[src/rtl/axi_req_flit_packer_pkg.sv]
// Shared definitions for the HMC request FLIT packer: FLIT type and TUSER flag layout.
package axi_req_pkg;

  localparam int FLIT_W         = 128;
  localparam int TUSER_PER_FLIT = 16;

  typedef logic [FLIT_W-1:0] flit_t;

  // TUSER is split into per-slot flag groups, each FPW bits wide.
  typedef enum logic [1:0] {
    TU_VALID = 2'd0,
    TU_HDR   = 2'd1,
    TU_TAIL  = 2'd2
  } tuser_field_e;

  // Bit offset of a flag group inside TUSER for a given FLITs-per-word.
  function automatic int tuser_base(input tuser_field_e field, input int fpw);
    return int'(field) * fpw;
  endfunction

endpackage

[src/rtl/axi_req_flit_packer_if.sv]
// FLIT input handshake plus AXI-stream request beat towards the HMC controller.
interface axi_req_flit_packer_if #(
  parameter int FPW = 2
) ();
  import axi_req_pkg::*;

  logic                        flit_valid;
  logic                        flit_ready;
  flit_t                       flit_data;
  logic                        flit_sop;
  logic                        flit_eop;

  logic                        TVALID;
  logic                        TREADY;
  logic [FPW*FLIT_W-1:0]       TDATA;
  logic [FPW*TUSER_PER_FLIT-1:0] TUSER;

  // Packer side: sinks FLITs, sources beats.
  modport master (
    input  flit_valid, flit_data, flit_sop, flit_eop, TREADY,
    output flit_ready, TVALID, TDATA, TUSER
  );

  // Request generator / controller side.
  modport slave (
    output flit_valid, flit_data, flit_sop, flit_eop, TREADY,
    input  flit_ready, TVALID, TDATA, TUSER
  );

endinterface

[src/rtl/axi_req_flit_packer_out_stage.sv]
// Output register of the packer: owns TVALID/TDATA/TUSER and the TREADY handshake.
module axi_req_out_stage #(
  parameter int DATA_W = 256,
  parameter int USER_W = 32
) (
  input  logic              clk,
  input  logic              res_n,
  input  logic              i_load,
  input  logic [DATA_W-1:0] i_data,
  input  logic [USER_W-1:0] i_user,
  input  logic              i_tready,
  output logic              o_out_free,
  output logic              o_tvalid,
  output logic [DATA_W-1:0] o_tdata,
  output logic [USER_W-1:0] o_tuser
);

  logic              r_tvalid;
  logic [DATA_W-1:0] r_tdata;
  logic [USER_W-1:0] r_tuser;

  // The register can take a new beat when empty or when its current beat leaves this edge.
  assign o_out_free = !r_tvalid || i_tready;
  assign o_tvalid   = r_tvalid;
  assign o_tdata    = r_tdata;
  assign o_tuser    = r_tuser;

  // Load a new beat, otherwise retire the current one on handshake; data is untouched while stalled.
  always_ff @(posedge clk or negedge res_n) begin
    if (!res_n) begin
      r_tvalid <= 1'b0;
      r_tdata  <= '0;
      r_tuser  <= '0;
    end else if (i_load) begin
      r_tvalid <= 1'b1;
      r_tdata  <= i_data;
      r_tuser  <= i_user;
    end else if (i_tready) begin
      r_tvalid <= 1'b0;
    end
  end

endmodule

[src/rtl/axi_req_flit_packer.sv]
// Packs single request FLITs into FPW-wide AXI-stream beats with per-slot Valid/Hdr/Tail flags.
module axi_req_flit_packer
  import axi_req_pkg::*;
#(
  parameter int FPW   = 2,
  parameter int CNT_W = 16
) (
  input  logic                  clk,
  input  logic                  res_n,
  axi_req_flit_packer_if.master bus,
  output logic                  proto_err,
  output logic [CNT_W-1:0]      pkt_cnt
);

  localparam int DATA_W  = FPW * FLIT_W;
  localparam int USER_W  = FPW * TUSER_PER_FLIT;
  localparam int PTR_W   = (FPW > 1) ? $clog2(FPW) : 1;
  localparam int VALID_B = tuser_base(TU_VALID, FPW);
  localparam int HDR_B   = tuser_base(TU_HDR, FPW);
  localparam int TAIL_B  = tuser_base(TU_TAIL, FPW);
  localparam logic [PTR_W-1:0] LAST_SLOT = PTR_W'(FPW - 1);

  logic [DATA_W-1:0] r_asm_data;
  logic [FPW-1:0]    r_asm_vld;
  logic [FPW-1:0]    r_asm_hdr;
  logic [FPW-1:0]    r_asm_tail;
  logic [PTR_W-1:0]  r_wr_ptr;
  logic              r_held;
  logic              r_in_pkt;
  logic              r_proto_err;
  logic [CNT_W-1:0]  r_pkt_cnt;

  logic [DATA_W-1:0] w_ins_data;
  logic [FPW-1:0]    w_ins_vld;
  logic [FPW-1:0]    w_ins_hdr;
  logic [FPW-1:0]    w_ins_tail;
  logic [USER_W-1:0] w_ins_user;
  logic              w_accept;
  logic              w_close;
  logic              w_load;
  logic              w_out_free;
  logic              w_seq_err;

  // A closing accept is allowed even under backpressure: the full word simply parks in HELD,
  // so input is only stalled while a closed word is waiting for the output register.
  assign bus.flit_ready = !r_held;
  assign w_accept       = bus.flit_valid && !r_held;

  // Close on filling the last slot, or on any cycle without an accept while words are pending
  // (this also keeps a HELD word closed until it can move).
  assign w_close = (w_accept && (r_wr_ptr == LAST_SLOT)) || (!w_accept && r_asm_vld[0]);
  assign w_load  = w_close && w_out_free;

  // Header must open a packet and may not appear inside one.
  assign w_seq_err = (bus.flit_sop && r_in_pkt) || (!bus.flit_sop && !r_in_pkt);

  assign proto_err = r_proto_err;
  assign pkt_cnt   = r_pkt_cnt;

  // Assembly contents including this cycle's FLIT, so a closing word carries it straight out.
  always_comb begin
    w_ins_data = r_asm_data;
    w_ins_vld  = r_asm_vld;
    w_ins_hdr  = r_asm_hdr;
    w_ins_tail = r_asm_tail;
    if (w_accept) begin
      for (int i = 0; i < FPW; i++) begin
        if (r_wr_ptr == PTR_W'(i)) begin
          w_ins_data[i*FLIT_W +: FLIT_W] = bus.flit_data;
          w_ins_vld[i]                   = 1'b1;
          w_ins_hdr[i]                   = bus.flit_sop;
          w_ins_tail[i]                  = bus.flit_eop;
        end
      end
    end
  end

  // TUSER image of the assembled word; flag groups beyond Tail stay zero.
  always_comb begin
    w_ins_user                   = '0;
    w_ins_user[VALID_B +: FPW]   = w_ins_vld;
    w_ins_user[HDR_B +: FPW]     = w_ins_hdr;
    w_ins_user[TAIL_B +: FPW]    = w_ins_tail;
  end

  // Assembly register: clear on hand-off, park on blocked close, otherwise fill slot by slot.
  always_ff @(posedge clk or negedge res_n) begin
    if (!res_n) begin
      r_asm_data <= '0;
      r_asm_vld  <= '0;
      r_asm_hdr  <= '0;
      r_asm_tail <= '0;
      r_wr_ptr   <= '0;
      r_held     <= 1'b0;
    end else if (w_load) begin
      r_asm_data <= '0;
      r_asm_vld  <= '0;
      r_asm_hdr  <= '0;
      r_asm_tail <= '0;
      r_wr_ptr   <= '0;
      r_held     <= 1'b0;
    end else if (w_close) begin
      r_asm_data <= w_ins_data;
      r_asm_vld  <= w_ins_vld;
      r_asm_hdr  <= w_ins_hdr;
      r_asm_tail <= w_ins_tail;
      r_held     <= 1'b1;
    end else if (w_accept) begin
      r_asm_data <= w_ins_data;
      r_asm_vld  <= w_ins_vld;
      r_asm_hdr  <= w_ins_hdr;
      r_asm_tail <= w_ins_tail;
      r_wr_ptr   <= r_wr_ptr + 1'b1;
    end
  end

  // Packet framing tracker, sticky sequencing error and tail counter.
  always_ff @(posedge clk or negedge res_n) begin
    if (!res_n) begin
      r_in_pkt    <= 1'b0;
      r_proto_err <= 1'b0;
      r_pkt_cnt   <= '0;
    end else if (w_accept) begin
      r_in_pkt <= (r_in_pkt || bus.flit_sop) && !bus.flit_eop;
      if (w_seq_err) begin
        r_proto_err <= 1'b1;
      end
      if (bus.flit_eop) begin
        r_pkt_cnt <= r_pkt_cnt + 1'b1;
      end
    end
  end

  axi_req_out_stage #(
    .DATA_W (DATA_W),
    .USER_W (USER_W)
  ) u_out_stage (
    .clk        (clk),
    .res_n      (res_n),
    .i_load     (w_load),
    .i_data     (w_ins_data),
    .i_user     (w_ins_user),
    .i_tready   (bus.TREADY),
    .o_out_free (w_out_free),
    .o_tvalid   (bus.TVALID),
    .o_tdata    (bus.TDATA),
    .o_tuser    (bus.TUSER)
  );

endmodule
[src/flat_wrapper.sv]
// flat-port wrapper written by rule: the top's interface ports become plain ports
module axi_req_flit_packer_flat import axi_req_pkg::*;
#(
  parameter int FPW   = 2,
  parameter int CNT_W = 16
)
  (clk, res_n, proto_err, pkt_cnt, bus_flit_valid, bus_flit_data, bus_flit_sop, bus_flit_eop, bus_TREADY, bus_flit_ready, bus_TVALID, bus_TDATA, bus_TUSER);
  axi_req_flit_packer_if #(.FPW(FPW)) bus_i ();
  input  logic clk;
  input  logic res_n;
  output logic proto_err;
  output logic [CNT_W-1:0] pkt_cnt;
  input wire logic [$bits(bus_i.flit_valid)-1:0] bus_flit_valid;
  input wire logic [$bits(bus_i.flit_data)-1:0] bus_flit_data;
  input wire logic [$bits(bus_i.flit_sop)-1:0] bus_flit_sop;
  input wire logic [$bits(bus_i.flit_eop)-1:0] bus_flit_eop;
  input wire logic [$bits(bus_i.TREADY)-1:0] bus_TREADY;
  output wire logic [$bits(bus_i.flit_ready)-1:0] bus_flit_ready;
  output wire logic [$bits(bus_i.TVALID)-1:0] bus_TVALID;
  output wire logic [$bits(bus_i.TDATA)-1:0] bus_TDATA;
  output wire logic [$bits(bus_i.TUSER)-1:0] bus_TUSER;
  assign bus_i.flit_valid = bus_flit_valid;
  assign bus_i.flit_data = bus_flit_data;
  assign bus_i.flit_sop = bus_flit_sop;
  assign bus_i.flit_eop = bus_flit_eop;
  assign bus_i.TREADY = bus_TREADY;
  assign bus_flit_ready = bus_i.flit_ready;
  assign bus_TVALID = bus_i.TVALID;
  assign bus_TDATA = bus_i.TDATA;
  assign bus_TUSER = bus_i.TUSER;
  axi_req_flit_packer #(.FPW(FPW), .CNT_W(CNT_W)) u_core (.clk(clk), .res_n(res_n), .bus(bus_i), .proto_err(proto_err), .pkt_cnt(pkt_cnt));
endmodule
[config.mk]
export PLATFORM = sky130hd
export DESIGN_NAME = axi_req_flit_packer_flat
export DESIGN_NICKNAME = d
export VERILOG_FILES = /design/src/rtl/axi_req_flit_packer_pkg.sv /design/src/rtl/axi_req_flit_packer_if.sv /design/src/rtl/axi_req_flit_packer_out_stage.sv /design/src/rtl/axi_req_flit_packer.sv /design/src/flat_wrapper.sv
export SDC_FILE = /design/constraint.sdc
export NUM_CORES = 1
export LEC_CHECK = 0
export BUFFER_PORTS_ARGS = -buffer_cell sky130_fd_sc_hd__buf_2
export CAP_MARGIN = 0
export CELL_PAD_IN_SITES_DETAIL_PLACEMENT = 0
export CELL_PAD_IN_SITES_GLOBAL_PLACEMENT = 1
export CORE_UTILIZATION = 25
export CTS_BUF_LIST = sky130_fd_sc_hd__clkbuf_8
export DETAILED_ROUTE_END_ITERATION = 10
export PLACE_DENSITY_LB_ADDON = 0.1
export SLEW_MARGIN = 10
export SYNTH_ARGS = -nofsm -noshare
export SYNTH_HDL_FRONTEND = slang
export SYNTH_SLANG_ARGS = --single-unit
[constraint.sdc]
create_clock -name clk -period 2.1 [get_ports clk]
set_clock_uncertainty 0.05 [all_clocks]
set_input_delay 0.42 -clock clk [delete_from_list [all_inputs] [get_ports clk]]
set_output_delay 0.42 -clock clk [all_outputs]
set_load 0.005 [all_outputs]
# [After elaboration in Yosys (flattened, before gate mapping)]
# Index checks and enable logic that the tools add are counted.
[classes] addsub=2 eq_ne=1 mux=31 n_reduce_logical=24
[op_table] operator="256-bit 2-to-1 mux" count=4
[op_table] operator="128-bit 2-to-1 mux" count=2
[op_table] operator="2-bit 2-to-1 mux" count=12
[op_table] operator="16-bit by 1-bit adder with 16-bit output (second input constant)" count=1
[op_table] operator="1-bit 2-to-1 mux" count=13
[op_table] operator="1-bit logical AND" count=7
[op_table] operator="1-bit logical NOT" count=6
[op_table] operator="2-bit AND reduction" count=3
[op_table] operator="2-bit nonzero test" count=3
[op_table] operator="1-bit logical OR" count=4
[op_table] operator="3-bit nonzero test" count=1
[op_table] operator="2-bit != test (second input constant)" count=1
[op_table] operator="1-bit adder (second input constant)" count=1
[totals] register_bits=545 output_inout_bits=307 word_cells=70

# [Depth between registers and ports, before layout]
[logic_depth] depth_word=8 ltp_mapped=7 depth_no_buf=5

# [By module]
# Synthesis repeated with hierarchy kept, for this count alone.
[hier_totals] hier_cells=1854 hier_area_um2=24898.9
[modules_own_cells] mod="axi_req_flit_packer" instances=1 cells_per_inst=1243 area_per_inst_um2=13344.0 seq_area_each_um2=7056.8
[modules_own_cells] mod="axi_req_out_stage" instances=1 cells_per_inst=611 area_per_inst_um2=11554.8 seq_area_each_um2=7231.9

# [Worst setup path before layout]
# Ideal clock, no wire load.
[synth_path] path_type="register -> register" from="register u_core.r_wr_ptr" to="register u_core.u_out_stage.r_tuser[0] (netlist: u_core.u_out_stage.o_tuser[0])" arrival_time_ps=1573 setup_slack_ps=352 path_stages_with_launch=7 n_path_buf=2 period_less_slack_ps=1748 cell_sequence="dfrtp_1 > and3b_1 > buf_2 > a21o_1 > nand2_2 > buf_2 > mux2_2"
[synth_via] elab_chain_cells=3 word_cells_on_any_way=5
[synth_rtl] element="start: declaration" line="axi_req_flit_packer.sv:27" rtl="logic [PTR_W-1:0] r_wr_ptr;"
[synth_rtl] element="start signal: assignment" line="axi_req_flit_packer.sv:113" rtl="r_wr_ptr <= r_wr_ptr + 1'b1;"
[synth_rtl] element="1-bit logical AND" line="axi_req_flit_packer.sv:51" rtl="assign w_close = (w_accept && (r_wr_ptr == LAST_SLOT)) || (!w_accept && r_asm_vld[0]);"
[synth_rtl] element="1-bit logical OR" line="axi_req_flit_packer.sv:51"
[synth_rtl] element="1-bit logical AND" line="axi_req_flit_packer.sv:52" rtl="assign w_load = w_close && w_out_free;"
[synth_rtl] element="end signal: assignment" line="axi_req_flit_packer_out_stage.sv:37" rtl="r_tuser <= i_user;"
[synth_rtl] element="end: declaration" line="axi_req_flit_packer_out_stage.sv:20" rtl="logic [USER_W-1:0] r_tuser;"
# Several ways; a longest one is shown, not always the timed one.
# A chain may end at the register's enable or synchronous reset.

# [Worst setup path after layout]
[layout_path] from="register u_core.r_held" to="register u_core.u_out_stage.r_tdata[80] (netlist: u_core.u_out_stage.o_tdata[80])"
[layout_via] elab_chain_cells=6 word_cells_on_any_way=8
[layout_rtl] element="start: declaration" line="axi_req_flit_packer.sv:28" rtl="logic r_held;"
[layout_rtl] element="start signal: assignment" line="axi_req_flit_packer.sv:94" rtl="r_held <= 1'b0;"
[layout_rtl] element="start signal: assignment" line="axi_req_flit_packer.sv:101" rtl="r_held <= 1'b0;"
[layout_rtl] element="start signal: assignment" line="axi_req_flit_packer.sv:107" rtl="r_held <= 1'b1;"
[layout_rtl] element="1-bit logical NOT (*)" line="axi_req_flit_packer.sv:47" rtl="assign w_accept = bus.flit_valid && !r_held;"
[layout_rtl] element="1-bit logical AND (*)" line="axi_req_flit_packer.sv:47"
[layout_rtl] element="1-bit logical NOT" line="axi_req_flit_packer.sv:51"
[layout_rtl] element="1-bit logical AND" line="axi_req_flit_packer.sv:51"
[layout_rtl] element="1-bit logical OR" line="axi_req_flit_packer.sv:51"
[layout_rtl] element="1-bit logical AND" line="axi_req_flit_packer.sv:52"
[layout_rtl] element="end signal: assignment" line="axi_req_flit_packer_out_stage.sv:36" rtl="r_tdata <= i_data;"
[layout_rtl] element="end: declaration" line="axi_req_flit_packer_out_stage.sv:19" rtl="logic [DATA_W-1:0] r_tdata;"
# Every way passes the cells marked *; elsewhere a longest branch is shown, timed or not.

==> results.sh <==
export IMPL_hold_class="input port to flip-flop"
export IMPL_gp_congestion=0.7356
export IMPL_grt_pass1_vias=18500
export IMPL_finalCriticalPeriod_ns=1.956
export IMPL_p_per_area_nw_per_um2=1361
export IMPL_grt_max_degree=98
export IMPL_cts_reportedPaths_clkPinSlew_ns=0.06
export IMPL_post_cts_buffers=0
export IMPL_die_w_um=302.5
export IMPL_ys_warn_count=0
export IMPL_grt_use_total_pct=17.15
export IMPL_antenna_found_initial=4
export IMPL_fin_crit_sh_pct=93.14
export IMPL_syn_area_um2=22580
export IMPL_h_tree_depth=3
export IMPL_synthArstFlopShare_pct=100.0
export IMPL_ys_types=35
export IMPL_initial_core_util_pct=25.39
export IMPL_drtIter0Drc=933
export IMPL_synth_avg_cell_area_um2=12.12
export IMPL_post_synth_top_count_cell="dfrtp_1"
export IMPL_synth_edff_count=0
export IMPL_drv_cap=0
export IMPL_ys_seq_area_share_pct=60.41
export IMPL_ir_drop_v=0.0009330
export IMPL_path_delay_family="buffers and inverters"
export IMPL_core_area_um2=88920
export IMPL_nNetsFinal=2555
export IMPL_dr_pass1_iters=4
export IMPL_cp_arrival_ns=2.47
export IMPL_synth_seq_cells=545
export IMPL_synth_area_leader_cell="dfrtp_1"
export IMPL_yosys_top_cells_area="dfrtp_1 (60%), mux2i_1 (12%), o21ai_0 (11%)"
export IMPL_hold_viol=0
export IMPL_die_h_um=302.5
export IMPL_cp_slowest_stage_delay_ns=0.41
export IMPL_fillers=9079
export IMPL_startpoint_type="flip-flop"
export IMPL_cp_num_buf_inv=3
export IMPL_drive_above_1_share_pct=26.15
export IMPL_route_detailed_drc=0
export IMPL_root_buffer="clkbuf_8"
export IMPL_yosys_area_top_type_share_pct=60.41
export IMPL_ys_flop_type="dfrtp_1"
export IMPL_synth_cells=1862
export IMPL_layoutNonFillerInstCount=3665
export IMPL_grt_pass1_wl_um=120000
export IMPL_clock_latency_ns=0.70
export IMPL_crit_path_cell_trace="nand2b_1 > buf_4 > nor2_4 > buf_12 > buf_12 > mux2i_1 > o21ai_0"
export IMPL_path_common_cell="buf_12"
export IMPL_cts_tree="yes"
export IMPL_fmax_mhz=511.3
export IMPL_end_kind="flip-flop"
export IMPL_drv_slew=0
export IMPL_area_growth_pct=32.55
export IMPL_vias=17520
export IMPL_outcome="completed"
export IMPL_pre_cts_ws_ns=0.1047
export IMPL_num_rows=109
export IMPL_crit_start="u_core.r_held"
export IMPL_crit_required_ns=2.62
export IMPL_holdWs_ns=0.1324
export IMPL_dp_cells=3347
export IMPL_synthTopCellsByCount="dfrtp_1 (545), o21ai_0 (501), a22o_1 (260), mux2i_1 (260), clkbuf_1 (86)"
export IMPL_hpwl_um=50910
export IMPL_power_uw=40740
export IMPL_path_max_fanout=35
export IMPL_wl_um=79590
export IMPL_gr_total_overflow=0
export IMPL_setup_viol=0
export IMPL_timing_rr_start="u_core.r_held"
export IMPL_die_area_um2=91510
export IMPL_numCtsBuffers=104
export IMPL_worstSetupPathType="flip-flop to flip-flop"
export IMPL_cts_sinks=545
export IMPL_finalSetupTns_ns=0
export IMPL_wl_per_cell_um=21.72
export IMPL_vias_per_cell=4.781
export IMPL_clockBufferDepth=3
export IMPL_slowest_stage="dfrtp_1"
export IMPL_finalWorstSetupSlack_ns=0.1441
export IMPL_rsz0062_at_grt="false"
export IMPL_io_pins=441
export IMPL_hp_start="bus_flit_valid"
export IMPL_portBuffers=414
export IMPL_ant_nets=0
export IMPL_leakage_uw=0.01400
[worst paths after layout]
check | cells past startpoint | slack (ns) | to
min in group asynchronous | 2 | 0.17 | u_core.u_out_stage.o_tdata[232]
worst max register to register | 7 | 0.14 | u_core.u_out_stage.o_tdata[80]
max in group asynchronous | 4 | 0.96 | u_core.u_out_stage.o_tdata[118]
worst min-delay path | 3 | 0.13 | u_core.r_in_pkt
worst max-delay path | 7 | 0.14 | u_core.u_out_stage.o_tdata[80]
worst min register to register | 1 | 0.41 | u_core.pkt_cnt[15]
[metrics by stage]
stage / utilization (%) / instance area, µm²
CTS: 33.65 / 29920
finish: 33.66 / 29930
detailed placement: 29.82 / 26510
global route: 33.66 / 29930
floorplan: - / 22670
global placement: 29.82 / 26510
[cells in the final DEF, fill, tap and decap left out, types with 34 or more instances in the layout]
| cell type | synthesis | routed |
|---|---|---|
| mux2i_1 | 260 | 260 |
| buf_4 | 28 | 34 |
| dfrtp_1 | 545 | 545 |
| o21ai_0 | 501 | 501 |
| clkbuf_8 | 0 | 131 |
| inv_1 | 5 | 42 |
| buf_2 | 67 | 413 |
| buf_12 | 0 | 48 |
| a22o_1 | 260 | 260 |
| dlygate4sd3_1 | 0 | 131 |
[state kept, by name (all words and copies together), names as in the netlist]
| signal | cells |
|---|---|
| u_core.u_out_stage.o_tdata | 256 |
| u_core.r_in_pkt | 1 |
| u_core.pkt_cnt | 16 |
| u_core.u_out_stage.o_tvalid | 1 |
| u_core.r_asm_data | 256 |
| u_core.r_wr_ptr | 1 |
| u_core.r_asm_vld | 2 |
| u_core.r_held | 1 |
| u_core.proto_err | 1 |
| u_core.u_out_stage.o_tuser | 6 |
| u_core.r_asm_hdr | 2 |
| u_core.r_asm_tail | 2 |
[power by group]
group | internal (µW) | total, µW | switching (µW)
clock | 5720 | 10500 | 4790
combinational | 6130 | 14500 | 8330
sequential | 13800 | 15800 | 2010
total | 25600 | 40700 | 15100
[cell families (layout without fill, tap and decap cells)]
logic type	Yosys count	after routing	synth area share, %
muxes	262	262	11.63
other	1	29	0.01661
buffers and inverters	206	816	4.362
DFF	545	545	60.41
AOI/OAI and AO/OA	790	790	21.90
adders and majority gates	2	2	0.1108
xor gates and xnor gates	15	15	0.5819
and+or+nand+nor	41	41	0.9920
[worst register-to-register path, cell delays in order (launching register included)]
cell and delay, ns:
dfrtp_1 0.41, nand2b_1 0.17, buf_4 0.18, nor2_4 0.16, buf_12 0.23, buf_12 0.29, mux2i_1 0.26, o21ai_0 0.09
[what timing repair did]
item,CTS,global route
hold endpoints to repair,841,0
endpoints found under the setup margin,0,0
gates resized for setup,0,0
hold buffers,131,0
[layer usage]
layer  GRT usage, %  wire (µm)  vias up
met5              0          0        -
met4          5.480       2307        0
met3          3.852       4257      127
met2          28.09      37840      485
met1          22.42      35190     8954
li1               -          -     7956
[layout make-up]
cell class,instances,area (µm²),share of cell area [%]
timing repair buffer,627,4609,15.40
tap,1165,1458,4.871
inverter,5,18.77,0.06271
sequential,545,13640,45.57
antenna,3,7.507,0.02509
clock buffer,131,1803,6.025
clock inverter,53,290.3,0.9700
multi-input combinational,1136,8102,27.07
Power figures use the tool's default switching activity.
